--- src/rtl/adapter_link_sched.sv ---
// Credit-gated scheduler granting the shared adapter link to wr/rd/resp requesters.
// Optional per-class beat and stall statistics are enabled with ADAPTER_SCHED_STATS_EN.
module adapter_link_sched #(
    parameter int unsigned CRD_W     = 7,
    parameter int unsigned CRD_INIT  = 127,
    parameter int unsigned MAX_BURST = 4
) (
    input  logic             clk,
    input  logic             rst_n,
    input  logic             enable,
    input  logic             wr_req_i,
    input  logic             rd_req_i,
    input  logic             resp_req_i,
    input  logic             link_ready_i,
    input  logic             crd_return_i,
`ifdef ADAPTER_SCHED_STATS_EN
    input  logic             stats_clr_i,
    output logic [15:0]      wr_beats_o,
    output logic [15:0]      rd_beats_o,
    output logic [15:0]      resp_beats_o,
    output logic [15:0]      stall_cyc_o,
`endif
    output logic             wr_gnt_o,
    output logic             rd_gnt_o,
    output logic             resp_gnt_o,
    output logic             link_valid_o,
    output logic [CRD_W-1:0] credit_o,
    output logic [1:0]       sched_state_o
);

    typedef enum logic [1:0] {
        IDLE = 2'd0,
        WR   = 2'd1,
        RD   = 2'd2,
        RESP = 2'd3
    } state_e;

    localparam logic [CRD_W-1:0] CRD_MAX    = CRD_W'(CRD_INIT);
    localparam logic [3:0]       BURST_LAST = 4'(MAX_BURST);

    state_e           state_q, state_d;
    logic [CRD_W-1:0] credit_q, credit_d;
    logic [3:0]       burst_q, burst_d;
    logic             rr_rd_q, rr_rd_d;
    logic             gnt_req;
    logic             link_valid;
    logic             accept;

    always_comb begin
        gnt_req = 1'b0;
        case (state_q)
            WR:      gnt_req = wr_req_i;
            RD:      gnt_req = rd_req_i;
            RESP:    gnt_req = resp_req_i;
            default: gnt_req = 1'b0;
        endcase

        link_valid = (state_q != IDLE) && gnt_req && (credit_q != '0);
        accept     = link_valid && link_ready_i;

        // A simultaneous accept and return cancel out; returns beyond CRD_INIT are dropped.
        credit_d = credit_q;
        if (accept && !crd_return_i) begin
            credit_d = credit_q - 1'b1;
        end else if (!accept && crd_return_i && (credit_q != CRD_MAX)) begin
            credit_d = credit_q + 1'b1;
        end

        state_d = state_q;
        rr_rd_d = rr_rd_q;
        burst_d = burst_q + 4'(accept);

        case (state_q)
            IDLE: begin
                burst_d = '0;
                if (enable && (credit_q != '0)) begin
                    if (resp_req_i) begin
                        state_d = RESP;
                    end else if (wr_req_i && rd_req_i) begin
                        state_d = rr_rd_q ? RD : WR;
                    end else if (wr_req_i) begin
                        state_d = WR;
                    end else if (rd_req_i) begin
                        state_d = RD;
                    end
                end
            end
            WR, RD: begin
                // A pending response ends the burst; any beat accepted this cycle still counts.
                if ((accept && (burst_d == BURST_LAST)) || !gnt_req ||
                    (credit_d == '0) || resp_req_i) begin
                    state_d = IDLE;
                    rr_rd_d = (state_q == WR);
                end
            end
            RESP: begin
                if (accept || !resp_req_i) begin
                    state_d = IDLE;
                end
            end
            default: state_d = IDLE;
        endcase
    end

`ifdef ADAPTER_SCHED_STATS_EN
    logic [15:0] wr_beats_q, rd_beats_q, resp_beats_q, stall_cyc_q;
    logic        stall;

    assign stall = (wr_req_i || rd_req_i || resp_req_i) && (credit_q == '0) && (state_q == IDLE);
`endif

    always_ff @(posedge clk) begin
        if (!rst_n) begin
            state_q  <= IDLE;
            credit_q <= CRD_MAX;
            burst_q  <= '0;
            rr_rd_q  <= 1'b0;
`ifdef ADAPTER_SCHED_STATS_EN
            wr_beats_q   <= '0;
            rd_beats_q   <= '0;
            resp_beats_q <= '0;
            stall_cyc_q  <= '0;
`endif
        end else begin
            state_q  <= state_d;
            credit_q <= credit_d;
            burst_q  <= burst_d;
            rr_rd_q  <= rr_rd_d;
`ifdef ADAPTER_SCHED_STATS_EN
            if (stats_clr_i) begin
                wr_beats_q   <= '0;
                rd_beats_q   <= '0;
                resp_beats_q <= '0;
                stall_cyc_q  <= '0;
            end else begin
                if (accept && (state_q == WR) && (wr_beats_q != '1)) begin
                    wr_beats_q <= wr_beats_q + 1'b1;
                end
                if (accept && (state_q == RD) && (rd_beats_q != '1)) begin
                    rd_beats_q <= rd_beats_q + 1'b1;
                end
                if (accept && (state_q == RESP) && (resp_beats_q != '1)) begin
                    resp_beats_q <= resp_beats_q + 1'b1;
                end
                if (stall && (stall_cyc_q != '1)) begin
                    stall_cyc_q <= stall_cyc_q + 1'b1;
                end
            end
`endif
        end
    end

    assign wr_gnt_o      = (state_q == WR);
    assign rd_gnt_o      = (state_q == RD);
    assign resp_gnt_o    = (state_q == RESP);
    assign link_valid_o  = link_valid;
    assign credit_o      = credit_q;
    assign sched_state_o = state_q;

`ifdef ADAPTER_SCHED_STATS_EN
    assign wr_beats_o   = wr_beats_q;
    assign rd_beats_o   = rd_beats_q;
    assign resp_beats_o = resp_beats_q;
    assign stall_cyc_o  = stall_cyc_q;
`endif

endmodule

--- config.mk ---
export PLATFORM = sky130hd
export DESIGN_NAME = adapter_link_sched
export DESIGN_NICKNAME = d
export VERILOG_FILES = /design/src/rtl/adapter_link_sched.sv
export SDC_FILE = /design/constraint.sdc
export NUM_CORES = 1
export LEC_CHECK = 0
export ABC_AREA = 1
export BUFFER_PORTS_ARGS = -buffer_cell sky130_fd_sc_hd__buf_2
export CAP_MARGIN = 40
export CELL_PAD_IN_SITES_DETAIL_PLACEMENT = 1
export CELL_PAD_IN_SITES_GLOBAL_PLACEMENT = 2
export CORE_UTILIZATION = 27
export CTS_CLUSTER_SIZE = 14
export DETAILED_ROUTE_END_ITERATION = 6
export PLACE_DENSITY_LB_ADDON = 0.1
export SYNTH_ARGS = -nofsm -noshare
export SYNTH_HDL_FRONTEND = slang
export SYNTH_SLANG_ARGS = --single-unit
--- constraint.sdc ---
create_clock -name clk -period 2.22 [get_ports clk]
set_clock_uncertainty 0.05 [all_clocks]
set_input_delay 0.555 -clock clk [delete_from_list [all_inputs] [get_ports clk]]
set_output_delay 0.555 -clock clk [all_outputs]
set_load 0.02 [all_outputs]
==> summary.md, run 1 <==
| Metric | Value |
|---|---|
| Pre-antenna DRT Iters | 5 |
| Final setup margin | -0.06305 ns |
| Largest net degree at the start of global routing | 12 |
| IO Port Bufs | 20 |
| Sequential fraction of the synthesis area | 25.06% |
| MaxCap Viol Count | 0 |
| Chip width | 66.37 um |
| Kind of cell adding the most delay to the critical path | simple AND/OR/NAND/NOR gates |
| Reg-to-Reg End | sched_state_o[1] |
| Commonest non-fill, non-tap cell in the layout | buf_4 |
| CTS tree | yes |
| Worst VDD drop | 0.5255 mV |
| Crit-path cells | inv_4 -> ha_4 -> nand2_2 -> nand3_2 -> nand2_2 -> inv_2 -> nand3_4 -> inv_4 -> ha_4 -> ha_4 -> xnor2_4 -> nor2_2 -> a41oi_2 -> nand3_2 -> nand2_2 -> nand2_1 -> nand2_1 -> nor2_1 |
| Synth warn | 0 |
| Unrepaired setup endpoints after global routing | yes |
| Avg Cell Area, Syn | 6.948 um^2 |
| # diodes | 0 |
| Number of buffers created by CTS | 3 |
| Most frequent cells in the layout | buf_4, nand2_1, buf_2 |
| Root Driver | clkbuf_8 |
| Crit path from | sched_state_o[0] |
| Slowest CP cell | dfxtp_4 |
| Post-synthesis cell type count | 29 |
| Synth Instances | 161 |
| Final hold viol count | 0 |
| Num Clock Sinks | 14 |
| Status | finished with violations |
| Reg-to-reg startpoint | sched_state_o[0] |
| Placed insts | 264 |
| Element type at the critical path end | register |
| Remaining Overflow, GRT | 0 |
| Rows | 23 |
| WL per Instance | 12.99 um |
| Failing checks | setup timing |
| Layout Cells excl Fill | 275 |
| Routed wire length | 3571 um |
| Ports | 21 |
| Fillers | 510 |
| Final period utilization | 102.8% |
| Post-DP Area | 0.001629 mm^2 |
| Max clock buf depth | 2 |
| Vias/cell | 4.513 |
| Hold buffers post-CTS | 0 |
| Power density cells | 1335 mW/mm^2 |
| Area of the multi-input gates | 864.6 um^2 |
| Clock latency on the worst-skew pair | 0.26 ns |
| GRT Total Usage | 17.71% |
| Via count | 1,241 |
| P_leak | 0.9065 nW |
| Busiest layer in global routing | met2 |
| Fin nets | 242 |
| P&R area growth vs syn | 60.63% |
| Met1 Track Usage GR | 22.70% |
| Crit start category | register |
| Flops & latches, synth | 14 |
| Clock-pin slew on the worst setup and hold paths | 0.08 ns |
| CP bufs+invs | 3 |
| Die Ht | 66.37 um |
| Min Tclk post-route | 2.283 ns |
| Fmax | 438.0 MHz |
| DRC violations left | 0 |
| Hpwl dp | 2872 um |
| Post-Syn Area | 0.001119 mm^2 |
| Vias in the first global route | 1,262 |
| DRT iter0 DRCs | 25 |
| Worst-margin pin slew | 0.3090 ns |
| # H-tree levels | 1 |
| Fraction of layout cells with a size suffix above 1 | 53.78% |
| CP arrival | 2.38 ns |
| Met3 Use GR | 2.069% |
| Post-Route Utilization | 44.92% |
| Worst R2R Path Depth | 18 |
| Register area | 296.5 um^2 |
| GRT met2 Usage | 30.10% |
| Final TNS setup | -0.1432 ns |
| Post-route cell area | 0.001797 mm^2 |
| Synthesized Nets | 177 |
| Hold crit path type | register to register |
| Gp weighted congestion | 0.8976 |
| Critical Path Max Stage Delay | 0.40 ns |
| Worst Path Required | 2.32 ns |
| Slew HR | 79.37% |
| Antenna Violating Nets Remaining | 0 |
| Setup Viol. Count Final | 3 |
| Setup crit end | sched_state_o[1] |
| Max-slew violations | 0 |
| Initial Utilization | 27.96% |
| Die ar. | 0.004404 mm^2 |
| First-pass GRT wire length | 5720 um |
| Path type of the worst setup path | register to register |
| Core area | 0.004000 mm^2 |
| Worst path depth | 18 |
| R2R setup slack | -0.06 ns |
| Crit-path max FO | 6 |
| Initial antenna violation count | 0 |
==> cell type report <==
type                    count  area share [%]
multi-input cells         122           48.12
repair buffers             62           23.33
flip-flops and latches     14           16.50
inverters                  23           5.501
well taps                  50           3.482
clock buffers               4           3.064
==> per-layer routing <==
metal | share of wire, % | vias up
met4 | 1.0 | 0
met5 | 0 | -
met1 | 47 | 588
met3 | 1.4 | 4
met2 | 50 | 10
li1 | - | 639
==> power breakdown <==
part | total [mW] | switching, mW | internal (mW) | leakage, nW
sequential | 0.481 | 0.131 | 0.350 | 0.116
combinational | 1.64 | 0.882 | 0.760 | 0.762
clock | 0.276 | 0.118 | 0.158 | 0.0288
total | 2.40 | 1.13 | 1.27 | 0.907
==> kinds of logic (layout without fill, tap and decap cells) <==
| family | count (synthesis) | after routing | synth area share (%) |
|---|---|---|---|
| AO/OA/AOI/OAI | 13 | 13 | 6.711 |
| XOR/XNOR | 6 | 6 | 4.698 |
| adder cells (fa/ha/maj) | 8 | 8 | 8.949 |
| buffers and inverters | 25 | 89 | 10.40 |
| flip-flops | 14 | 14 | 25.06 |
| AND/OR/NAND/NOR | 95 | 95 | 44.18 |
==> registers in the layout, indices dropped and copies added, names as in the netlist <==
register / flops
credit_o: 7
burst_q: 4
sched_state_o: 2
rr_rd_q: 1
==> cell usage after synthesis <==
cell / number / area share, %
or2_2: 1 / 0.56
nor3_1: 1 / 0.45
a31oi_1: 2 / 1.1
nor2_2: 2 / 1.1
nand3_4: 2 / 3.1
a21oi_2: 1 / 0.78
o21ai_1: 3 / 1.3
xnor2_1: 2 / 1.6
nor3_2: 1 / 0.89
nand2_2: 7 / 3.9
a21oi_1: 4 / 1.8
nor3_4: 1 / 1.5
inv_1: 19 / 6.4
nor2_1: 17 / 5.7
buf_6: 1 / 1.0
xor2_1: 4 / 3.1
dfxtp_1: 14 / 25
nor2_4: 2 / 2.0
inv_6: 1 / 0.78
nand2_1: 42 / 14
inv_2: 3 / 1.0
ha_1: 8 / 8.9
nand2_4: 2 / 2.0
clkbuf_8: 1 / 1.2
a41oi_1: 1 / 0.78
nand3_2: 2 / 1.8
o21ai_0: 2 / 0.89
nand4_1: 3 / 1.7
nand3_1: 12 / 5.4
==> tightest hold or removal path: stages, from the launching register on <==
cell	delay, ns
dfxtp_1	0.34
a21oi_1	0.05
nor2_1	0.08
==> how the worst min path moves through the flow <==
| stage | startpoint | to | slack (ns) | cells after the start |
|---|---|---|---|---|
| finish | rr_rd_q | rr_rd_q | 0.45 | 2 |
| global route | rr_rd_q | rr_rd_q | 0.48 | 2 |
| CTS | rr_rd_q | rr_rd_q | 0.46 | 2 |
| detailed placement | rr_rd_q | rr_rd_q | 0.45 | 2 |
| global placement | rr_rd_q | rr_rd_q | 0.44 | 2 |
| floorplan | rr_rd_q | rr_rd_q | 0.40 | 2 |
==> per-stage QoR <==
stage	power, mW	hold slack (ns)	setup slack, ns
2_1_floorplan	1.428	0.4014	0.004778
3_3_place_gp	2.018	0.4352	-0.1386
3_5_place_dp	2.061	0.4468	-0.2249
4_1_cts	2.391	0.4632	-0.1084
5_1_grt	2.621	0.4827	-0.2418
6_report	2.399	0.4539	-0.06305
==> repair_timing <==
item | in CTS | in global routing
pin swaps | 13 | 5
setup endpoints to repair | 3 | 3
resized for setup | 10 | 7
setup buffers | 5 | 2
(Power assumes the default switching activity.)
==> run 2, diff against run 1 <==
--- a/config.mk
+++ b/config.mk
@@ -10,7 +10,7 @@
 export CAP_MARGIN = 40
 export CELL_PAD_IN_SITES_DETAIL_PLACEMENT = 1
 export CELL_PAD_IN_SITES_GLOBAL_PLACEMENT = 2
-export CORE_UTILIZATION = 27
+export CORE_UTILIZATION = 30
 export CTS_CLUSTER_SIZE = 14
 export DETAILED_ROUTE_END_ITERATION = 6
 export PLACE_DENSITY_LB_ADDON = 0.1
==> constraint.sdc (replaced) <==
create_clock -name clk -period 2.25 [get_ports clk]
set_clock_uncertainty 0.05 [all_clocks]
set_input_delay 0.5625 -clock clk [delete_from_list [all_inputs] [get_ports clk]]
set_output_delay 0.5625 -clock clk [all_outputs]
set_load 0.02 [all_outputs]
==> run 2 against run 1 <==
Effect of this change: the flow still finishes with violations (setup timing); via count fell by 3.1%; register-to-register slack barely moved; die area fell by 9.7%; critical path type unchanged; wire length fell by 0.78%; first-iteration DRC count rose by 52%; sequential power fell by 1%.
==> summary.md, run 2 (synthesis results as in run 1) <==
| Metric | Value |
|---|---|
| Status | finished with violations |
| Failing checks | setup timing |
| Setup Viol. Count Final | 3 (unchanged) |
| Slew HR | 77.32% (-2.1 points) |
| Max clock buf depth | 2 (unchanged) |
| Max-slew violations | 0 (unchanged) |
| Clock-pin slew on the worst setup and hold paths | 0.06 ns (-0.02 ns) |
| Worst VDD drop | 0.5369 mV (+2.2%) |
| Vias/cell | 4.641 (+2.8%) |
| Commonest non-fill, non-tap cell in the layout | nand2_1 |
| Hpwl dp | 2753 um (-4.1%) |
| Vias in the first global route | 1,292 (+2.4%) |
| Largest net degree at the start of global routing | 12 (unchanged) |
| Antenna Violating Nets Remaining | 0 (unchanged) |
| Chip width | 63.06 um (-5.0%) |
| Fmax | 431.0 MHz (-1.6%) |
| Die Ht | 63.06 um (-5.0%) |
| Initial Utilization | 32.50% (+4.5 points) |
| Final hold viol count | 0 (unchanged) |
| Most frequent cells in the layout | nand2_1, buf_4, buf_2 |
| # diodes | 0 (unchanged) |
| Worst-margin pin slew | 0.3386 ns (+0.02962 ns) |
| Placement Setup Slack | -0.2099 ns (+0.01498 ns) |
| Final TNS setup | -0.1222 ns (+0.02106 ns) |
| Crit-path max FO | 5 (-1) |
| Gp weighted congestion | 0.7548 (-16%) |
| CP arrival | 2.42 ns (+0.04 ns) |
| Clock latency on the worst-skew pair | 0.25 ns (about the same) |
| MaxCap Viol Count | 0 (unchanged) |
| Rows | 21 (-8.7%) |
| Fraction of layout cells with a size suffix above 1 | 51.64% (-2.1 points) |
| DRT iter0 DRCs | 38 (+52%) |
| Fin nets | 230 (-5.0%) |
| Number of buffers created by CTS | 3 (unchanged) |
| CTS tree | yes |
| Element type at the critical path end | register |
| Max reg flops | 7 (unchanged) |
| Pre-antenna DRT Iters | 4 (-1) |
| Path type of the worst setup path | register to register |
| # H-tree levels | 1 (unchanged) |
| Final setup margin | -0.07030 ns (-0.007253 ns) |
| IO Port Bufs | 20 (unchanged) |
| P_leak | 0.8612 nW (-5.0%) |
| DRC violations left | 0 (unchanged) |
| Power density cells | 1305 mW/mm^2 (-2.3%) |
| Root Driver | clkbuf_8 |
| Min Tclk post-route | 2.320 ns (+0.03725 ns) |
| Hold slack | 0.4813 ns (+0.02737 ns) |
| Crit start category | register |
| First-pass GRT wire length | 6051 um (+5.8%) |
| P&R area growth vs syn | 54.47% |
| Post-route cell area | 0.001728 mm^2 (-3.8%) |
| Worst Path Required | 2.35 ns (+0.03 ns) |
| Final period utilization | 103.1% (+0.28 points) |
| Num Clock Sinks | 14 (unchanged) |
| Post-DP Area | 0.001531 mm^2 (-6.0%) |
| Die ar. | 0.003977 mm^2 (-9.7%) |
| Routed wire length | 3543 um (-0.78%) |
| Unrepaired setup endpoints after global routing | yes |
| Core area | 0.003442 mm^2 (-14%) |
| WL per Instance | 13.68 um (+5.3%) |
| Remaining Overflow, GRT | 0 (unchanged) |
| Via count | 1,202 (-3.1%) |
| Hold buffers post-CTS | 0 (unchanged) |
| Initial antenna violation count | 0 (unchanged) |
| Hold crit path type | register to register |
| Ports | 21 (unchanged) |
| GRT Total Usage | 19.55% (+1.8 points) |
-- run 2: changes by cell type in the layout (fill, tap and decap cells not counted), moves of 2 or more --
cell and change:
nand2_1 -3, nand2_2 +2, buf_12 +2, buf_4 -13
-- run 2: final cells by class --
cell class	instances	area (um^2)
clock buffers	4	55.05
repair buffers	50	350.3
flip-flops and latches	14	295.3
inverters	23	98.84
fillers	454	1714
well taps	46	57.56
multi-input cells	122	870.8
-- run 2: critical path, stage by stage (launching register included) --
cell,delay (ns)
dfxtp_4,0.36
inv_2,0.07
ha_4,0.15
nand2_4,0.06
nor2_4,0.10
nand2_2,0.08
nand3_4,0.12
inv_4,0.06
ha_4,0.17
ha_4,0.17
xnor2_4,0.15
nor2_2,0.07
a41oi_2,0.22
nand3_2,0.12
nand2_4,0.09
nand2_1,0.06
nand2_1,0.05
nor2_1,0.04
-- run 2: through the flow --
step / power (mW) / util (%) / cells
floorplan: 1.407 / - / 161
global placement: 1.840 / 44.49 / 247
detailed placement: 1.878 / 44.49 / 247
CTS: 2.180 / 48.46 / 255
global route: 2.467 / 50.20 / 259
finish: 2.255 / 50.20 / 259
-- run 2: metal layers --
metal	up-vias	routed length, um	global-route usage, %
met5	-	0	0
met4	0	46	6.105
met3	5	55	2.174
met2	12	1774	34.41
met1	572	1667	24.59
li1	613	-	-
-- run 2: path summary, 6_finish.rpt --
| check | startpoint | cells past startpoint | slack, ns | to |
|---|---|---|---|---|
| worst min register to register | rr_rd_q | 2 | 0.48 | rr_rd_q |
| worst max register to register | credit_o[0] | 17 | -0.07 | sched_state_o[0] |
| worst min-delay path | rr_rd_q | 2 | 0.48 | rr_rd_q |
| worst max-delay path | credit_o[0] | 17 | -0.07 | sched_state_o[0] |
-- run 2: power breakdown --
part / switching, mW / leakage, nW / internal (mW) / total (mW)
Clock: 0.102 / 0.0288 / 0.155 / 0.257
Combinational: 0.865 / 0.716 / 0.657 / 1.52
Sequential: 0.132 / 0.116 / 0.343 / 0.476
-- run 2: timing repair --
item                                    4_1_cts  5_1_grt
pin swaps                                    11       13
endpoints found under the setup margin        3        3
buffers inserted                              4        4
resized for setup                             9       10
